$ cat config.mk
export PLATFORM = sky130hd
export DESIGN_NAME = cmd_sequencer
export DESIGN_NICKNAME = d
export VERILOG_FILES = /design/src/rtl/home_cmd_pkg.sv /design/src/rtl/key_decode.sv /design/src/rtl/cmd_sequencer.sv
export SDC_FILE = /design/constraint.sdc
export NUM_CORES = 1
export LEC_CHECK = 0
export ABC_AREA = 1
export BUFFER_PORTS_ARGS = -buffer_cell sky130_fd_sc_hd__buf_2
export CELL_PAD_IN_SITES_DETAIL_PLACEMENT = 1
export CELL_PAD_IN_SITES_GLOBAL_PLACEMENT = 1
export CORE_MARGIN = 2
export CORE_UTILIZATION = 32
export CTS_CLUSTER_DIAMETER = 60
export DETAILED_ROUTE_END_ITERATION = 8
export MAX_ROUTING_LAYER = met4
export PLACE_DENSITY = 0.94
export SETUP_SLACK_MARGIN = 0.02
export SYNTH_ARGS = -nofsm -noshare
export SYNTH_HDL_FRONTEND = slang
export SYNTH_SLANG_ARGS = --single-unit
$ cat constraint.sdc
create_clock -name clock -period 3.2 [get_ports clock]
set_clock_uncertainty 0.1 [all_clocks]
set_input_delay 0.16 -clock clock [delete_from_list [all_inputs] [get_ports clock]]
set_output_delay 0.16 -clock clock [all_outputs]
set_load 0.02 [all_outputs]
$ cat src/rtl/home_cmd_pkg.sv
// Shared types and constants for the home command sequencer.
// Latency: n/a (package only).
// Backpressure: n/a (package only).
package home_cmd_pkg;

  typedef enum logic [2:0] {
    ST_IDLE     = 3'd0,
    ST_GOT1     = 3'd1,
    ST_ARMED    = 3'd2,
    ST_DISPATCH = 3'd3,
    ST_SHOW     = 3'd4
  } state_e;

  // PS/2 set-2 scan codes of interest
  localparam logic [7:0] SC_D     = 8'h23;
  localparam logic [7:0] SC_L     = 8'h4B;
  localparam logic [7:0] SC_ESC   = 8'h76;
  localparam logic [7:0] SC_BREAK = 8'hF0;
  localparam logic [7:0] SC_EXT   = 8'hE0;

  // Values handed to the home FSM / hex display
  localparam logic [7:0] VAL_OFF = 8'h00;
  localparam logic [7:0] VAL_ON  = 8'hFF;
  localparam logic [7:0] VAL_BAD = 8'h50;

  // Map a make code to its device/action value; unknown keys map to VAL_BAD.
  function automatic logic [7:0] decode_scan(input logic [7:0] code);
    case (code)
      SC_D:    decode_scan = VAL_OFF;
      SC_L:    decode_scan = VAL_ON;
      default: decode_scan = VAL_BAD;
    endcase
  endfunction

endpackage

$ cat src/rtl/key_decode.sv
// Filters PS/2 break/extended prefixes and maps accepted make codes to values.
// Latency: combinational for make/value; break flag updates on the next edge.
// Backpressure: none; every qualified byte is consumed in its strobe cycle.
module key_decode
  import home_cmd_pkg::*;
(
  input  logic       clock,
  input  logic       resetn,
  input  logic [7:0] scan_code_i,
  input  logic       scan_valid_i,
  output logic       make_vld_o,
  output logic       esc_o,
  output logic [7:0] val_o,
  output logic       bad_o
);

  logic brk_q, brk_d;

  // Break-flag tracking and make-code qualification
  always_comb begin
    brk_d      = brk_q;
    make_vld_o = 1'b0;
    if (scan_valid_i) begin
      if (brk_q) begin
        // byte following F0 is the released key: drop it
        brk_d = 1'b0;
      end else if (scan_code_i == SC_BREAK) begin
        brk_d = 1'b1;
      end else if (scan_code_i != SC_EXT) begin
        make_vld_o = 1'b1;
      end
    end
  end

  // Value mapping; Esc is flagged separately so the sequencer can treat it as abort
  always_comb begin
    esc_o = make_vld_o && (scan_code_i == SC_ESC);
    val_o = decode_scan(scan_code_i);
    bad_o = (scan_code_i != SC_D) && (scan_code_i != SC_L);
  end

  // Break flag register
  always_ff @(posedge clock) begin
    if (!resetn) brk_q <= 1'b0;
    else         brk_q <= brk_d;
  end

endmodule

$ cat src/rtl/cmd_sequencer.sv
// Two-key + clap command sequencer: dispatches to home FSM or shows on HEX.
// Latency: command valid the cycle after the clap edge; held until cmd_ready.
// Backpressure: cmd_valid/cmd_ready; optional ARMED timeout via CLAP_TIMEOUT_EN.
module cmd_sequencer
  import home_cmd_pkg::*;
#(
  parameter logic [31:0] TIMEOUT_CYCLES = 32'd100_000_000
) (
  input  logic       clock,
  input  logic       resetn,
  input  logic [7:0] scan_code,
  input  logic       scan_valid,
  input  logic       clap,
  input  logic       select,
  output logic [7:0] cmd_val1,
  output logic [7:0] cmd_val2,
  output logic       cmd_valid,
  input  logic       cmd_ready,
  output logic [7:0] hex_val1,
  output logic [7:0] hex_val2,
  output logic       hex_load,
  output logic       busy,
  output logic       err
);

  state_e     state_q, state_d;
  logic [7:0] key1_q, key2_q;
  logic [7:0] hex1_q, hex2_q;
  logic       err_q;

  logic       make_vld, esc;
  logic [7:0] key_val;
  logic       key_bad;
  logic       cap1, cap2, clr_keys, timeout;

  key_decode u_key_decode (
    .clock        (clock),
    .resetn       (resetn),
    .scan_code_i  (scan_code),
    .scan_valid_i (scan_valid),
    .make_vld_o   (make_vld),
    .esc_o        (esc),
    .val_o        (key_val),
    .bad_o        (key_bad)
  );

`ifdef CLAP_TIMEOUT_EN
  logic [31:0] cnt_q;

  // ARMED wait counter; sits at zero outside ARMED so it restarts on every entry
  always_ff @(posedge clock) begin
    if (!resetn)                  cnt_q <= 32'd0;
    else if (state_q == ST_ARMED) cnt_q <= cnt_q + 32'd1;
    else                          cnt_q <= 32'd0;
  end

  assign timeout = (state_q == ST_ARMED) && !esc && !clap &&
                   (cnt_q == (TIMEOUT_CYCLES - 32'd1));
`else
  assign timeout = 1'b0;
`endif

  // State register
  always_ff @(posedge clock) begin
    if (!resetn) state_q <= ST_IDLE;
    else         state_q <= state_d;
  end

  // Next-state logic and key capture/clear decisions
  always_comb begin
    state_d  = state_q;
    cap1     = 1'b0;
    cap2     = 1'b0;
    clr_keys = 1'b0;
    case (state_q)
      ST_IDLE: begin
        if (make_vld && !esc) begin
          cap1    = 1'b1;
          state_d = ST_GOT1;
        end
      end
      ST_GOT1: begin
        if (esc) begin
          clr_keys = 1'b1;
          state_d  = ST_IDLE;
        end else if (make_vld) begin
          cap2    = 1'b1;
          state_d = ST_ARMED;
        end
      end
      ST_ARMED: begin
        // Esc has priority over a clap arriving in the same cycle
        if (esc || timeout) begin
          clr_keys = 1'b1;
          state_d  = ST_IDLE;
        end else if (clap) begin
          state_d = select ? ST_DISPATCH : ST_SHOW;
        end
      end
      ST_DISPATCH: begin
        if (cmd_ready) state_d = ST_IDLE;
      end
      ST_SHOW:  state_d = ST_IDLE;
      default:  state_d = ST_IDLE;
    endcase
  end

  // Outputs decoded from state; command data forced to zero when not valid
  always_comb begin
    busy      = (state_q != ST_IDLE);
    cmd_valid = (state_q == ST_DISPATCH);
    cmd_val1  = cmd_valid ? key1_q : VAL_OFF;
    cmd_val2  = cmd_valid ? key2_q : VAL_OFF;
    hex_load  = (state_q == ST_SHOW);
    hex_val1  = hex1_q;
    hex_val2  = hex2_q;
    err       = err_q;
  end

  // Key, hex and error registers
  always_ff @(posedge clock) begin
    if (!resetn) begin
      key1_q <= VAL_OFF;
      key2_q <= VAL_OFF;
      hex1_q <= VAL_OFF;
      hex2_q <= VAL_OFF;
      err_q  <= 1'b0;
    end else begin
      err_q <= ((cap1 || cap2) && key_bad) || timeout;
      if (cap1) key1_q <= key_val;
      if (cap2) key2_q <= key_val;
      if (clr_keys) begin
        key1_q <= VAL_OFF;
        key2_q <= VAL_OFF;
      end
      // Hex display values change together with the hex_load strobe
      if (state_d == ST_SHOW) begin
        hex1_q <= key1_q;
        hex2_q <= key2_q;
      end
    end
  end

endmodule
==> metrics.csv, run 1 <==
metric;value;unit
status;finished, final reports clean;
synth_nets;169;
worstReg2RegEnd;hex_val2[6]$_SDFFE_PN0N_;
dr.max_layer_used;met4;
min_period;1.77;ns
wl_met1;966;um
synth_common_cells;nor2_1 (28), nand2_1 (26), buf_4 (24), inv_1 (18), dfxtp_1 (13);
route.met3.wl;70;um
min_period_over_period;55.3;%
clock_sinks;13;
grt_usage;14.4;%
drc;0;
rsz0062_at_grt;no;
ff2ff_setup_slack;1.84;ns
end_kind;output pin;
synthCells;155;
max_freq;565;MHz
cts-root-buf;clkbuf_4;
initial_utilization;33.7;%
hold_path.startpoint;cmd_ready;
die_h;60.7;um
io_pins;50;
hold_violations;0;
ys_seq_area_share;25.3;%
antenna_found_initial;0;
die_w;60.7;um
netlist_area;1030;um2
vias_per_cell;4.32;
ctsHoldBuffers;0;
first_global_vias;926;
dp.cells;224;
synth-main-ff-cell;dfxtp_1;
globalRouteOverflowTotal;0;
yosysMostFrequentCell;nor2_1;
cts_buffers;3;
hold_class;in2reg;
ant_nets;0;
worst-endpoint-arrival;1.51;ns
critPathLaunchType;flip-flop;
maxCapViolCount;0;
p_leak;0.644;nW
num-nets-final;199;
cp-endpoint;cmd_val2[2];
gp_congestion;0.833;
setup_viol;0;
ys_ff_latch;13;
max_stage_delay;0.35;ns
grt_pass1_wl;3780;um
ys_warn_count;0;
routedWlPerCell;10.4;um
drive_above_1_share;40.2;%
port_buffers;49;
async_flop_share;0;%
yosysUniqueCellTypes;22;
drtIter0Drc;26;
cp.required;2.94;ns
crit_type;reg2out;
met2_length;1260;um
tightest_slew;0.321;ns
synth_top_area_share;25.3;%
worst_r2r_startpoint;state_q[1]$_SDFF_PN0_;
grt_max_degree;8;
cts_setup_buffers;0;
cts.path.max_buffers;2;
yosysTopAreaCell;dfxtp_1;
cts_tree;done;
cp-startpoint;state_q[1]$_SDFF_PN0_;
core;3050;um2
clkTransAtPathRegs;0.08;ns
totalWireLength;2360;um
drt_first_pass_iters;4;
synth_edf_count;0;
num_vias;985;
worstRegToRegCells;7;
n_antenna_cell;0;
peakVddDrop;0.0982;mV
maxSlewHeadroom;78.5;%
synth_area_per_cell;6.64;um2
setup-tns-final;0;ns
final_cells;228;
worst_path_max_delay_cell;dfxtp_1;
areaGrowthSynthToFinish;14.2;%
cts_resized;0;
power_per_cell_area;307;nW/um2
dp_hpwl;2090;um
crit_fanout;6;
die_area;3690;um2
fp-row-count;20;
clk_latency;0.29;ns
cts_htree_levels;1;
slew_viol_final;0;
synth_area_leaders;dfxtp_1 (25%), buf_4 (17%), nor2_1 (10%), nand2_1 (9.5%), inv_1 (6.6%);
crit_chain;inv_1, nor3_2, inv_2, nor2_1, buf_2;
[per-stage QoR]
stage,hold WS (ns),utilization [%],worst slack (ns),area (um2),total power (W)
final,0.0608,38.5,1.43,1180,0.000361
after global routing,0.0631,38.5,1.25,1180,0.000384
after CTS,0.0604,38.5,1.41,1180,0.000364
after detailed placement,0.364,37.7,1.74,1150,0.000260
after global placement,0.359,37.7,1.79,1150,0.000258
after floorplan,0.181,-,1.38,1030,0.000235
[cell usage in the layout (no fill, tap or decap)]
master / instances
nor2_2: 3
nor2_8: 1
o21ai_0: 1
nand3_2: 3
inv_4: 1
a21oi_1: 2
nor2_1: 28
nand3_1: 9
dfxtp_1: 13
nand4_1: 4
nand2_1: 26
clkbuf_4: 3
nor2_4: 3
nor3_2: 1
or2_1: 3
nand2_4: 1
inv_1: 18
nor3_1: 4
nand2_2: 2
clkbuf_1: 1
inv_2: 3
and3_1: 1
buf_2: 49
a21oi_2: 4
[state kept, by name, indices dropped and copies added (netlist names)]
register / cells
key1_q: 2
key2_q: 2
u_key_decode.brk_q: 1
hex_val2: 2
hex_val1: 2
state_q: 3
err: 1
[worst max-delay path, delay by kind of cell (launching register included)]
kind / cells / cell delay (ns)
buffers and inverters: 3 / 0.39
flip-flops: 1 / 0.35
AND/OR/NAND/NOR: 2 / 0.48
[how the worst min path moves through the flow]
stage	end	depth (start not counted)
2_1_floorplan	hex_val1[5]$_SDFFE_PN0N_	2
3_5_place_dp	state_q[1]$_SDFF_PN0_	3
6_report	state_q[1]$_SDFF_PN0_	3
5_1_grt	hex_val2[6]$_SDFFE_PN0N_	3
3_3_place_gp	key1_q[5]$_SDFFE_PP0N_	2
4_1_cts	state_q[1]$_SDFF_PN0_	3
[cell type report]
| class | instances | area (um2) |
|---|---|---|
| fillers | 434 | 1880 |
| inverters | 22 | 85.1 |
| well taps | 44 | 55.1 |
| clock buffers | 4 | 26.3 |
| flip-flops and latches | 13 | 260 |
| multi-input cells | 96 | 504 |
| repair buffers | 49 | 245 |
[where the power goes]
| part | switching, W | internal, W |
|---|---|---|
| Sequential | 0.00000449 | 0.000168 |
| Clock | 0.0000570 | 0.0000485 |
| Combinational | 0.0000540 | 0.0000288 |
[logic make-up (layout without fill, tap and decap cells)]
group / count (synthesis) / count (layout) / share of synthesized area [%]
flip-flops: 13 / 13 / 25.3
AO/OA/AOI/OAI: 7 / 7 / 4.86
AND/OR/NAND/NOR: 89 / 89 / 44.1
buffers and inverters: 46 / 75 / 25.8
[routing by layer]
metal / track usage, % / vias up
li1: - / 514
met1: 15.0 / 439
met2: 25.8 / 25
met3: 2.35 / 7
met4: 7.76 / 0
met5: - / -
(Power assumes the default switching activity.)
==> run 2: changes to the inputs <==
--- a/config.mk
+++ b/config.mk
@@ -10,11 +10,11 @@
 export CELL_PAD_IN_SITES_DETAIL_PLACEMENT = 1
 export CELL_PAD_IN_SITES_GLOBAL_PLACEMENT = 1
 export CORE_MARGIN = 2
-export CORE_UTILIZATION = 32
+export CORE_UTILIZATION = 27
 export CTS_CLUSTER_DIAMETER = 60
 export DETAILED_ROUTE_END_ITERATION = 8
 export MAX_ROUTING_LAYER = met4
-export PLACE_DENSITY = 0.94
+export PLACE_DENSITY = 0.85
 export SETUP_SLACK_MARGIN = 0.02
 export SYNTH_ARGS = -nofsm -noshare
 export SYNTH_HDL_FRONTEND = slang
==> constraint.sdc (replaced) <==
create_clock -name clock -period 1.5 [get_ports clock]
set_clock_uncertainty 0.1 [all_clocks]
set_input_delay 0.075 -clock clock [delete_from_list [all_inputs] [get_ports clock]]
set_output_delay 0.075 -clock clock [all_outputs]
set_load 0.02 [all_outputs]
==> run 2 against run 1 <==
Die area grew 17%. Clock power grew to 3.1 times the previous value. Largest power group unchanged. Register-to-register slack lost 1.8 ns. Global-route usage shrank 1.4 points. Sequential share of layout area shrank 1.8 points. Combinational power grew 140%. Via count grew 3.6%. Critical path type unchanged.
==> metrics.csv, run 2 (synthesis gave the netlist of run 1 again) <==
metric;value;unit;change
status;finished, final reports clean;;
max_stage_delay;0.32;ns;-0.03 ns
dp.cells;228;;+1.8%
cts-root-buf;clkbuf_8;;
first_global_vias;961;;+3.8%
final_cells;236;;+3.5%
worst-endpoint-arrival;1.30;ns;-0.21 ns
grt_max_degree;8;;unchanged
clk_latency;0.25;ns;-0.04 ns
worstReg2RegEnd;key2_q[5]$_SDFFE_PP0P_;;
cp.required;1.32;ns;-1.62 ns
cp-startpoint;state_q[1]$_SDFF_PN0_;;
core;3660;um2;+20%
slew_viol_final;0;;unchanged
p_leak;0.681;nW;+5.7%
min_period;1.48;ns;
worst_path_max_delay_cell;dfxtp_2;;
dp_hpwl;2160;um;+3.3%
crit_chain;buf_4, nor2_1, inv_1, nor2_2, inv_1, buf_2;;
dpl_worst_slack;0.0819;ns;-1.66 ns
num-nets-final;203;;+2.0%
drive_above_1_share;46.8;%;+6.6 points
critPathLaunchType;flip-flop;;
setup_ws;0.0242;ns;-1.41 ns
hold_path.startpoint;cmd_ready;;
gp_congestion;0.786;;-5.6%
worst_r2r_startpoint;state_q[1]$_SDFF_PN0_;;
ff2ff_setup_slack;0.07;ns;-1.77 ns
n_antenna_cell;0;;unchanged
tightest_slew;0.265;ns;-0.0566 ns
num_vias;1020;;+3.6%
largest_reg_flops;3;;unchanged
max_freq;678;MHz;
drc;0;;unchanged
cp-endpoint;busy;;
setup_viol;0;;unchanged
cts_buffers;3;;unchanged
clock_sinks;13;;unchanged
setup-tns-final;0;ns;unchanged
crit_fanout;4;;-2
cts_htree_levels;1;;unchanged
crit_type;reg2out;;
initial_utilization;28.1;%;-5.6 points
largest_register;state_q;;
clkTransAtPathRegs;0.06;ns;-0.02 ns
grt_usage;13.0;%;-1.4 points
layout_commonest_cell;buf_2;;
most-common-layout-cells;buf_2 (43), nand2_1 (26), nor2_1 (23);;
io_pins;50;;unchanged
cts.path.max_buffers;2;;unchanged
totalWireLength;2550;um;+8.0%
antenna_found_initial;0;;unchanged
cts_tree;done;;
routedWlPerCell;10.8;um;+4.4%
port_buffers;49;;unchanged
critPathMostFrequentCell;inv_1;;
die_w;65.8;um;+8.3%
rsz0062_at_grt;yes;;
fp-row-count;22;;+10%
hold_class;in2reg;;
min_period_over_period;98.4;%;
die_h;65.8;um;+8.3%
power_per_cell_area;681;nW/um2;+120%
areaGrowthSynthToFinish;27.2;%;
drt_first_pass_iters;4;;unchanged
ant_nets;0;;unchanged
grt_pass1_wl;4220;um;+12%
vias_per_cell;4.32;;about the same
worstRegToRegCells;8;;+1
die_area;4320;um2;+17%
peakVddDrop;0.204;mV;+110%
end_kind;output pin;;
n_fill_cell;484;;+12%
maxCapViolCount;0;;unchanged
hold_violations;0;;unchanged
drtIter0Drc;8;;-69%
globalRouteOverflowTotal;0;;unchanged
maxSlewHeadroom;82.3;%;+3.8 points
[run 2: critical path: cells and delay by family (launching register included)]
family	cells	cell delay [ns]
buf+inv	4	0.44
flops	1	0.32
simple gates	2	0.29
[run 2: timing repair]
| item | in CTS | in global routing |
|---|---|---|
| endpoints found under the setup margin | 13 | 22 |
| hold buffers | 0 | 0 |
| gates resized for setup | 11 | 11 |
| buffers inserted | 1 | 3 |
| pin swaps | 2 | 3 |
[run 2: area by class of cell]
type                            instances  area, um2  share of cell area [%]
Multi-Input combinational cell         96        538                    41.1
Timing Repair Buffer                   53        313                    23.9
Sequential cell                        13        267                    20.3
Inverter                               22       87.6                    6.69
Tap cell                               48       60.1                    4.58
Clock buffer                            4       45.0                    3.44
[run 2: report_power, final]
part | switching [W] | leakage, nW | internal [W]
sequential | 0.00000958 | 0.107 | 0.000360
combinational | 0.000123 | 0.551 | 0.0000713
clock | 0.000140 | 0.0228 | 0.000188
[run 2: how the worst min path moves through the flow]
stage	slack (ns)	depth (start not counted)	to
4_1_cts	0.01	3	state_q[1]$_SDFF_PN0_
3_3_place_gp	0.27	3	state_q[1]$_SDFF_PN0_
2_1_floorplan	0.1	2	hex_val1[5]$_SDFFE_PN0N_
3_5_place_dp	0.28	3	state_q[1]$_SDFF_PN0_
5_1_grt	0.04	3	state_q[1]$_SDFF_PN0_
6_report	0.01	3	state_q[1]$_SDFF_PN0_
[run 2: routing by layer]
| metal | GRT usage (%) | up-vias | share of wire (%) |
|---|---|---|---|
| met4 | 7.03 | 0 | 2.7 |
| met3 | 0.685 | 5 | 4.9 |
| li1 | - | 521 | - |
| met5 | - | - | 0 |
| met2 | 23.2 | 32 | 52 |
| met1 | 14.4 | 462 | 41 |
[run 2: per-stage QoR]
step	power, W	utilization [%]	cell area (um2)	hold WS (ns)
floorplan	0.000504	-	1050	0.0957
global placement	0.000555	32.0	1170	0.273
detailed placement	0.000559	32.0	1170	0.276
CTS	0.000883	34.3	1260	0.0131
global route	0.000934	35.8	1310	0.0357
finish	0.000892	35.8	1310	0.0111
